===== src/rtl/halfbridge_monitor.sv =====
// Gate-drive readback monitor for a complementary half-bridge gate pair.
// Measures high time, period and both dead times per PWM period; flags overlap and timeout.

module halfbridge_monitor #(
   parameter int CNT_W      = 11,
   parameter int PERIOD_MAX = 2047
) (
   input  logic             clk,
   input  logic             rst,
   input  logic             ce,
   input  logic             s,
   input  logic             nots,
   input  logic             clr_fault,
   output logic [9:0]       d_meas,
   output logic [CNT_W-1:0] per_meas,
   output logic [7:0]       dt_on,
   output logic [7:0]       dt_off,
   output logic             meas_valid,
   output logic             fault_overlap,
   output logic             fault_timeout,
   output logic [2:0]       dbg_state
);

   typedef enum logic [2:0] {
      ST_WAIT_SYNC = 3'd0,
      ST_ON        = 3'd1,
      ST_DT_OFF    = 3'd2,
      ST_OFF       = 3'd3,
      ST_DT_ON     = 3'd4
   } state_t;

   localparam logic [CNT_W-1:0] L_CNT_ONE = CNT_W'(1);
   localparam logic [CNT_W-1:0] L_CNT_MAX = {CNT_W{1'b1}};
   localparam logic [CNT_W-1:0] L_PER_MAX = CNT_W'(PERIOD_MAX);
   localparam logic [CNT_W-1:0] L_D_SAT   = CNT_W'(1023);

   // Synchronizers and per-tick previous samples
   logic r_s_meta;
   logic r_s_sync;
   logic r_n_meta;
   logic r_n_sync;
   logic r_s_prev;
   logic r_n_prev;

   // FSM and measurement counters
   state_t           r_state;
   state_t           w_state_nx;
   logic [CNT_W-1:0] r_period_cnt;
   logic [CNT_W-1:0] w_period_nx;
   logic [CNT_W-1:0] r_high_cnt;
   logic [CNT_W-1:0] w_high_nx;
   logic [7:0]       r_dt_off_cnt;
   logic [7:0]       w_dt_off_nx;
   logic [7:0]       r_dt_on_cnt;
   logic [7:0]       w_dt_on_nx;
   logic             w_period_end;
   logic             w_ov_set;
   logic             w_to_set;

   // Latched outputs
   logic [9:0]       r_d_meas;
   logic [CNT_W-1:0] r_per_meas;
   logic [7:0]       r_dt_on_meas;
   logic [7:0]       r_dt_off_meas;
   logic             r_meas_valid;
   logic             r_fault_ov;
   logic             r_fault_to;

   logic             w_s;
   logic             w_n;
   logic             w_s_rise;
   logic             w_n_rise;
   logic             w_n_fall;
   logic [CNT_W-1:0] w_period_inc;
   logic [CNT_W-1:0] w_high_inc;
   logic [7:0]       w_dt_off_inc;
   logic [7:0]       w_dt_on_inc;
   logic [9:0]       w_d_sat;

   assign w_s      = r_s_sync;
   assign w_n      = r_n_sync;
   assign w_s_rise = w_s & ~r_s_prev;
   assign w_n_rise = w_n & ~r_n_prev;
   assign w_n_fall = ~w_n & r_n_prev;

   // period_cnt is bounded by the timeout check, so a plain increment cannot wrap
   assign w_period_inc = r_period_cnt + L_CNT_ONE;
   assign w_high_inc   = (r_high_cnt == L_CNT_MAX) ? r_high_cnt : r_high_cnt + L_CNT_ONE;
   assign w_dt_off_inc = (r_dt_off_cnt == 8'hFF) ? r_dt_off_cnt : r_dt_off_cnt + 8'd1;
   assign w_dt_on_inc  = (r_dt_on_cnt == 8'hFF) ? r_dt_on_cnt : r_dt_on_cnt + 8'd1;
   assign w_d_sat      = (r_high_cnt > L_D_SAT) ? 10'd1023 : r_high_cnt[9:0];

   always_ff @(posedge clk) begin
      if (rst) begin
         r_s_meta <= 1'b0;
         r_s_sync <= 1'b0;
         r_n_meta <= 1'b0;
         r_n_sync <= 1'b0;
         r_s_prev <= 1'b0;
         r_n_prev <= 1'b0;
      end else begin
         r_s_meta <= s;
         r_s_sync <= r_s_meta;
         r_n_meta <= nots;
         r_n_sync <= r_n_meta;
         if (ce) begin
            r_s_prev <= r_s_sync;
            r_n_prev <= r_n_sync;
         end
      end
   end

   always_comb begin
      w_state_nx   = r_state;
      w_period_nx  = r_period_cnt;
      w_high_nx    = r_high_cnt;
      w_dt_off_nx  = r_dt_off_cnt;
      w_dt_on_nx   = r_dt_on_cnt;
      w_period_end = 1'b0;
      w_ov_set     = 1'b0;
      w_to_set     = 1'b0;
      if (ce) begin
         if (w_s && w_n) begin
            w_ov_set    = 1'b1;
            w_state_nx  = ST_WAIT_SYNC;
            w_period_nx = '0;
            w_high_nx   = '0;
            w_dt_off_nx = '0;
            w_dt_on_nx  = '0;
         end else begin
            case (r_state)
               ST_WAIT_SYNC: begin
                  if (w_s_rise) begin
                     w_state_nx  = ST_ON;
                     w_period_nx = L_CNT_ONE;
                     w_high_nx   = L_CNT_ONE;
                     w_dt_off_nx = '0;
                     w_dt_on_nx  = '0;
                  end
               end
               ST_ON: begin
                  w_period_nx = w_period_inc;
                  if (w_s) begin
                     w_high_nx = w_high_inc;
                  end else if (w_n) begin
                     w_state_nx  = ST_OFF;
                     w_dt_off_nx = '0;
                  end else begin
                     w_state_nx  = ST_DT_OFF;
                     w_dt_off_nx = 8'd1;
                  end
               end
               ST_DT_OFF: begin
                  if (w_s_rise) begin
                     w_period_end = 1'b1;
                  end else begin
                     w_period_nx = w_period_inc;
                     if (w_n_rise) w_state_nx = ST_OFF;
                     else          w_dt_off_nx = w_dt_off_inc;
                  end
               end
               ST_OFF: begin
                  // An S rise straight out of OFF means zero on-side dead time
                  if (w_s_rise) begin
                     w_period_end = 1'b1;
                  end else begin
                     w_period_nx = w_period_inc;
                     if (w_n_fall) begin
                        w_state_nx = ST_DT_ON;
                        w_dt_on_nx = 8'd1;
                     end
                  end
               end
               ST_DT_ON: begin
                  if (w_s_rise) begin
                     w_period_end = 1'b1;
                  end else begin
                     w_period_nx = w_period_inc;
                     if (w_n) w_state_nx = ST_OFF;
                     else     w_dt_on_nx = w_dt_on_inc;
                  end
               end
               default: begin
                  w_state_nx = ST_WAIT_SYNC;
               end
            endcase

            if (w_period_end) begin
               w_state_nx  = ST_ON;
               w_period_nx = L_CNT_ONE;
               w_high_nx   = L_CNT_ONE;
               w_dt_off_nx = '0;
               w_dt_on_nx  = '0;
            end else if (r_state != ST_WAIT_SYNC && r_period_cnt == L_PER_MAX) begin
               w_to_set    = 1'b1;
               w_state_nx  = ST_WAIT_SYNC;
               w_period_nx = '0;
               w_high_nx   = '0;
               w_dt_off_nx = '0;
               w_dt_on_nx  = '0;
            end
         end
      end
   end

   always_ff @(posedge clk) begin
      if (rst) begin
         r_state      <= ST_WAIT_SYNC;
         r_period_cnt <= '0;
         r_high_cnt   <= '0;
         r_dt_off_cnt <= '0;
         r_dt_on_cnt  <= '0;
      end else begin
         r_state      <= w_state_nx;
         r_period_cnt <= w_period_nx;
         r_high_cnt   <= w_high_nx;
         r_dt_off_cnt <= w_dt_off_nx;
         r_dt_on_cnt  <= w_dt_on_nx;
      end
   end

   // A fault raised on the same cycle as clr_fault stays set
   always_ff @(posedge clk) begin
      if (rst) begin
         r_d_meas      <= '0;
         r_per_meas    <= '0;
         r_dt_on_meas  <= '0;
         r_dt_off_meas <= '0;
         r_meas_valid  <= 1'b0;
         r_fault_ov    <= 1'b0;
         r_fault_to    <= 1'b0;
      end else begin
         r_meas_valid <= 1'b0;
         if (w_period_end) begin
            r_d_meas      <= w_d_sat;
            r_per_meas    <= r_period_cnt;
            r_dt_on_meas  <= r_dt_on_cnt;
            r_dt_off_meas <= r_dt_off_cnt;
            r_meas_valid  <= 1'b1;
         end
         if (w_ov_set)       r_fault_ov <= 1'b1;
         else if (clr_fault) r_fault_ov <= 1'b0;
         if (w_to_set)       r_fault_to <= 1'b1;
         else if (clr_fault) r_fault_to <= 1'b0;
      end
   end

   assign d_meas        = r_d_meas;
   assign per_meas      = r_per_meas;
   assign dt_on         = r_dt_on_meas;
   assign dt_off        = r_dt_off_meas;
   assign meas_valid    = r_meas_valid;
   assign fault_overlap = r_fault_ov;
   assign fault_timeout = r_fault_to;
   assign dbg_state     = r_state;

endmodule

===== config.mk =====
export PLATFORM = sky130hd
export DESIGN_NAME = halfbridge_monitor
export DESIGN_NICKNAME = d
export VERILOG_FILES = /design/src/rtl/halfbridge_monitor.sv
export SDC_FILE = /design/constraint.sdc
export NUM_CORES = 1
export LEC_CHECK = 0
export CAP_MARGIN = 20
export CORE_AREA = 5 5 89 91
export CTS_CLUSTER_DIAMETER = 150
export DETAILED_ROUTE_END_ITERATION = 8
export DIE_AREA = 0 0 94 96
export HOLD_SLACK_MARGIN = 0.1
export PLACE_DENSITY = 0.81
export SLEW_MARGIN = 20
export SYNTH_ARGS = -nofsm -noshare
export SYNTH_HDL_FRONTEND = slang
export SYNTH_SLANG_ARGS = --single-unit

===== constraint.sdc =====
create_clock -name clk -period 4.2 [get_ports clk]
set_input_delay 0.42 -clock clk [delete_from_list [all_inputs] [get_ports clk]]
set_output_delay 0.42 -clock clk [all_outputs]
set_load 0.02 [all_outputs]

==> impl_metrics.env <==
export IMPL_ys_ff_latch=87
export IMPL_cp_cell_sequence="or3b_1 > a21oi_1 > and3_1 > o311ai_2 > o221a_2"
export IMPL_power_uw=1480
export IMPL_path_buf_inv=0
export IMPL_drt_iter0_drc=289
export IMPL_worst_pin_slew_ns=0.800
export IMPL_crit_arrival_ns=3.12
export IMPL_min_period_over_period_pct=68.1
export IMPL_firstDrtPassIters=5
export IMPL_p_per_area_mw_per_mm2=315
export IMPL_grtUsageTotal_pct=22.7
export IMPL_cts_resized=0
export IMPL_crit_fanout=19
export IMPL_run_status="finished, final reports clean"
export IMPL_fin_crit_ns=2.86
export IMPL_dpl_cell_count=616
export IMPL_ys_seq_area_share_pct=43.1
export IMPL_cp_slowest_stage_delay_ns=0.72
export IMPL_grt_pass1_vias=3515
export IMPL_ys_warn_count=0
export IMPL_clk_latency_ns=0.36
export IMPL_routedWlPerCell_um=15.4
export IMPL_io_pins=49
export IMPL_diodes=0
export IMPL_final_nets=538
export IMPL_slew_headroom_pct=46.7
export IMPL_post_cts_repair_setup_buffers=0
export IMPL_cts_buffers=9
export IMPL_via_per_inst=5.90
export IMPL_end_kind="flop"
export IMPL_detail_route_antenna_nets=0
export IMPL_cts_hold_buf=0
export IMPL_final_setup_viol_count=0
export IMPL_path_depth=5
export IMPL_fill_cells=638
export IMPL_dieArea_mm2=0.00902
export IMPL_p_leak_uw=0.00157
export IMPL_crit_slowest_cell="dfxtp_1"
export IMPL_post_route_util_pct=66.8
export IMPL_post_dp_hpwl_mm=6.74
export IMPL_layout_cells_non_filler=632
export IMPL_clock_path_buffers=2
export IMPL_holdCritStartpoint="r_s_meta"
export IMPL_globalRouteOverflowTotal=0
export IMPL_fmax_ghz=0.350
export IMPL_drc=0
export IMPL_hold_viol_final=0
export IMPL_core_mm2=0.00706
export IMPL_cts_tree="done"
export IMPL_cts_clk_slew_worst_paths_ns=0.09
export IMPL_area_delta_synth_final_pct=16.7
export IMPL_hold_depth=1
export IMPL_htree_levels=3
export IMPL_initial_core_util_pct=57.2
export IMPL_die_w_um=94
export IMPL_syn_area_per_cell_um2=8.18
export IMPL_finalClockSkew_ns=0.0112
export IMPL_syn_nets=504
export IMPL_rows=31
export IMPL_globalplace_congestion=0.926
export IMPL_ff_latch_area_mm2=0.00174
export IMPL_dieHeight_um=96
export IMPL_ir_drop_mv=0.217
export IMPL_reg2reg_slack_ns=1.34
export IMPL_cp_startpoint="dbg_state[2]"
export IMPL_grt_antenna_before_repair=0
export IMPL_grt_pass1_wl_mm=16.4
export IMPL_cp_top_family="simple AND/OR/NAND/NOR gates"
export IMPL_critPathLaunchType="flop"
export IMPL_hold_ws_ns=0.450
export IMPL_timing_rr_end="d_meas[2]"
export IMPL_setup_tns_ns=0
export IMPL_worstPathRequired_ns=4.46
export IMPL_cts_root_buf="clkbuf_8"
export IMPL_async_reset_ff_share_pct=0
export IMPL_clkSinkCount=87
export IMPL_synthFlopType="dfxtp_1"
export IMPL_netlist_area_mm2=0.00404
export IMPL_portBuffers=48
export IMPL_reg2reg_depth=5
export IMPL_drive_gt1_share_pct=7.50
export IMPL_drv_slew=0
export IMPL_vias=3726
export IMPL_ys_types=66
export IMPL_multiInputGateArea_mm2=0.00212
export IMPL_route_final_wire_length_mm=9.72
export IMPL_drv_cap=0
export IMPL_rsz0062_at_grt="no"
export IMPL_r2r_start="dbg_state[2]"
export IMPL_crit_type="flop to flop"
export IMPL_grt_max_degree=45
export IMPL_min_path_type="flop to flop"
export IMPL_synthCells=494
export IMPL_hold_path_end="r_s_sync"
export IMPL_synth_edf_count=0
## worst register-to-register path, cell delays in order (launching register included)
cell,delay [ns]
dfxtp_1,0.72
or3b_1,0.47
a21oi_1,0.27
and3_1,0.61
o311ai_2,0.36
o221a_2,0.33
## routing by layer
metal	up-vias	global-route usage (%)	wire length [um]
li1	1849	-	-
met4	0	9.15	157
met3	15	4.46	485
met2	119	36.8	4630
met5	-	0	0
met1	1743	29.9	4450
## sequential cells by signal, indices dropped and copies added, names as in the netlist, 3 cells and up
name,flops
d_meas,10
dt_on,8
r_high_cnt,11
r_period_cnt,11
r_dt_off_cnt,8
r_dt_on_cnt,8
dt_off,8
dbg_state,3
per_meas,11
## stage by stage
step	cell area, um^2	setup slack [ns]
floorplan	4040	2.02
global placement	4540	1.44
detailed placement	4540	1.41
CTS	4720	1.38
global route	4720	1.11
finish	4720	1.34
## worst max-delay path by stage
stage                               to  slack (ns)
after detailed placement     d_meas[2]        1.41
after global routing         d_meas[1]        1.11
after floorplan           dbg_state[1]        2.02
final                        d_meas[2]        1.34
after global placement       d_meas[1]        1.44
after CTS                    d_meas[2]        1.38
## cells in the mapped netlist, drive strengths merged (3+ instances only)
cell type | instances | area (um^2)
buf | 11 | 65.1
nor2 | 45 | 169
nand2 | 81 | 304
nor3 | 11 | 55.1
nand4 | 8 | 56.3
xnor2 | 3 | 26.3
nand2b | 6 | 37.5
and3 | 11 | 68.8
nor2b | 8 | 50.1
o221a | 7 | 78.8
inv | 11 | 41.3
or4 | 5 | 37.5
dfxtp | 87 | 1740
a31oi | 6 | 43.8
and4 | 4 | 37.5
o21ai | 25 | 129
or3 | 7 | 48.8
mux2i | 5 | 50.1
nand3 | 20 | 100
and2 | 5 | 31.3
a211oi | 7 | 57.6
a21oi | 46 | 230
clkbuf | 18 | 68.8
o211ai | 6 | 45.0
nor4 | 4 | 25.0
a31o | 5 | 43.8
xor2 | 6 | 52.6
ha | 4 | 50.1
o31ai | 4 | 35.0
## placed cells by master, fill, tap and decap left out, types with 8 or more instances in the layout
master,instances
o21ai_1,8
nand3_1,20
nor2b_1,8
nor2_1,45
inv_1,11
clkdlybuf4s50_1,47
dfxtp_1,87
a21oi_1,46
nand2_1,81
and3_1,11
clkbuf_8,10
o21ai_0,16
nor3_1,11
## cell type report
cell class                      instances  area share (%)
Clock inverter                          6           0.928
Sequential cell                        87            36.9
Clock buffer                           10            2.92
Multi-Input combinational cell        367            45.0
Timing Repair Buffer                   52            10.7
Tap cell                               99            2.63
Inverter                               11           0.875
## power breakdown
part           internal [uW]  switching [uW]
Sequential               830            11.8
Combinational           33.5            63.1
Clock                    233             313
## kinds of logic (layout without fill, tap and decap cells)
logic type      after synthesis  in the layout  share of synthesized area [%]
compound gates              127            127                           21.5
mux                           5              5                           1.24
xor+xnor                      9              9                           1.95
buf+inv                      40             79                           4.33
fa+ha+maj                     4              4                           1.24
flops                        87             87                           43.1
simple gates                222            222                           26.7
Note: power is estimated with default switching activity, not from simulation.
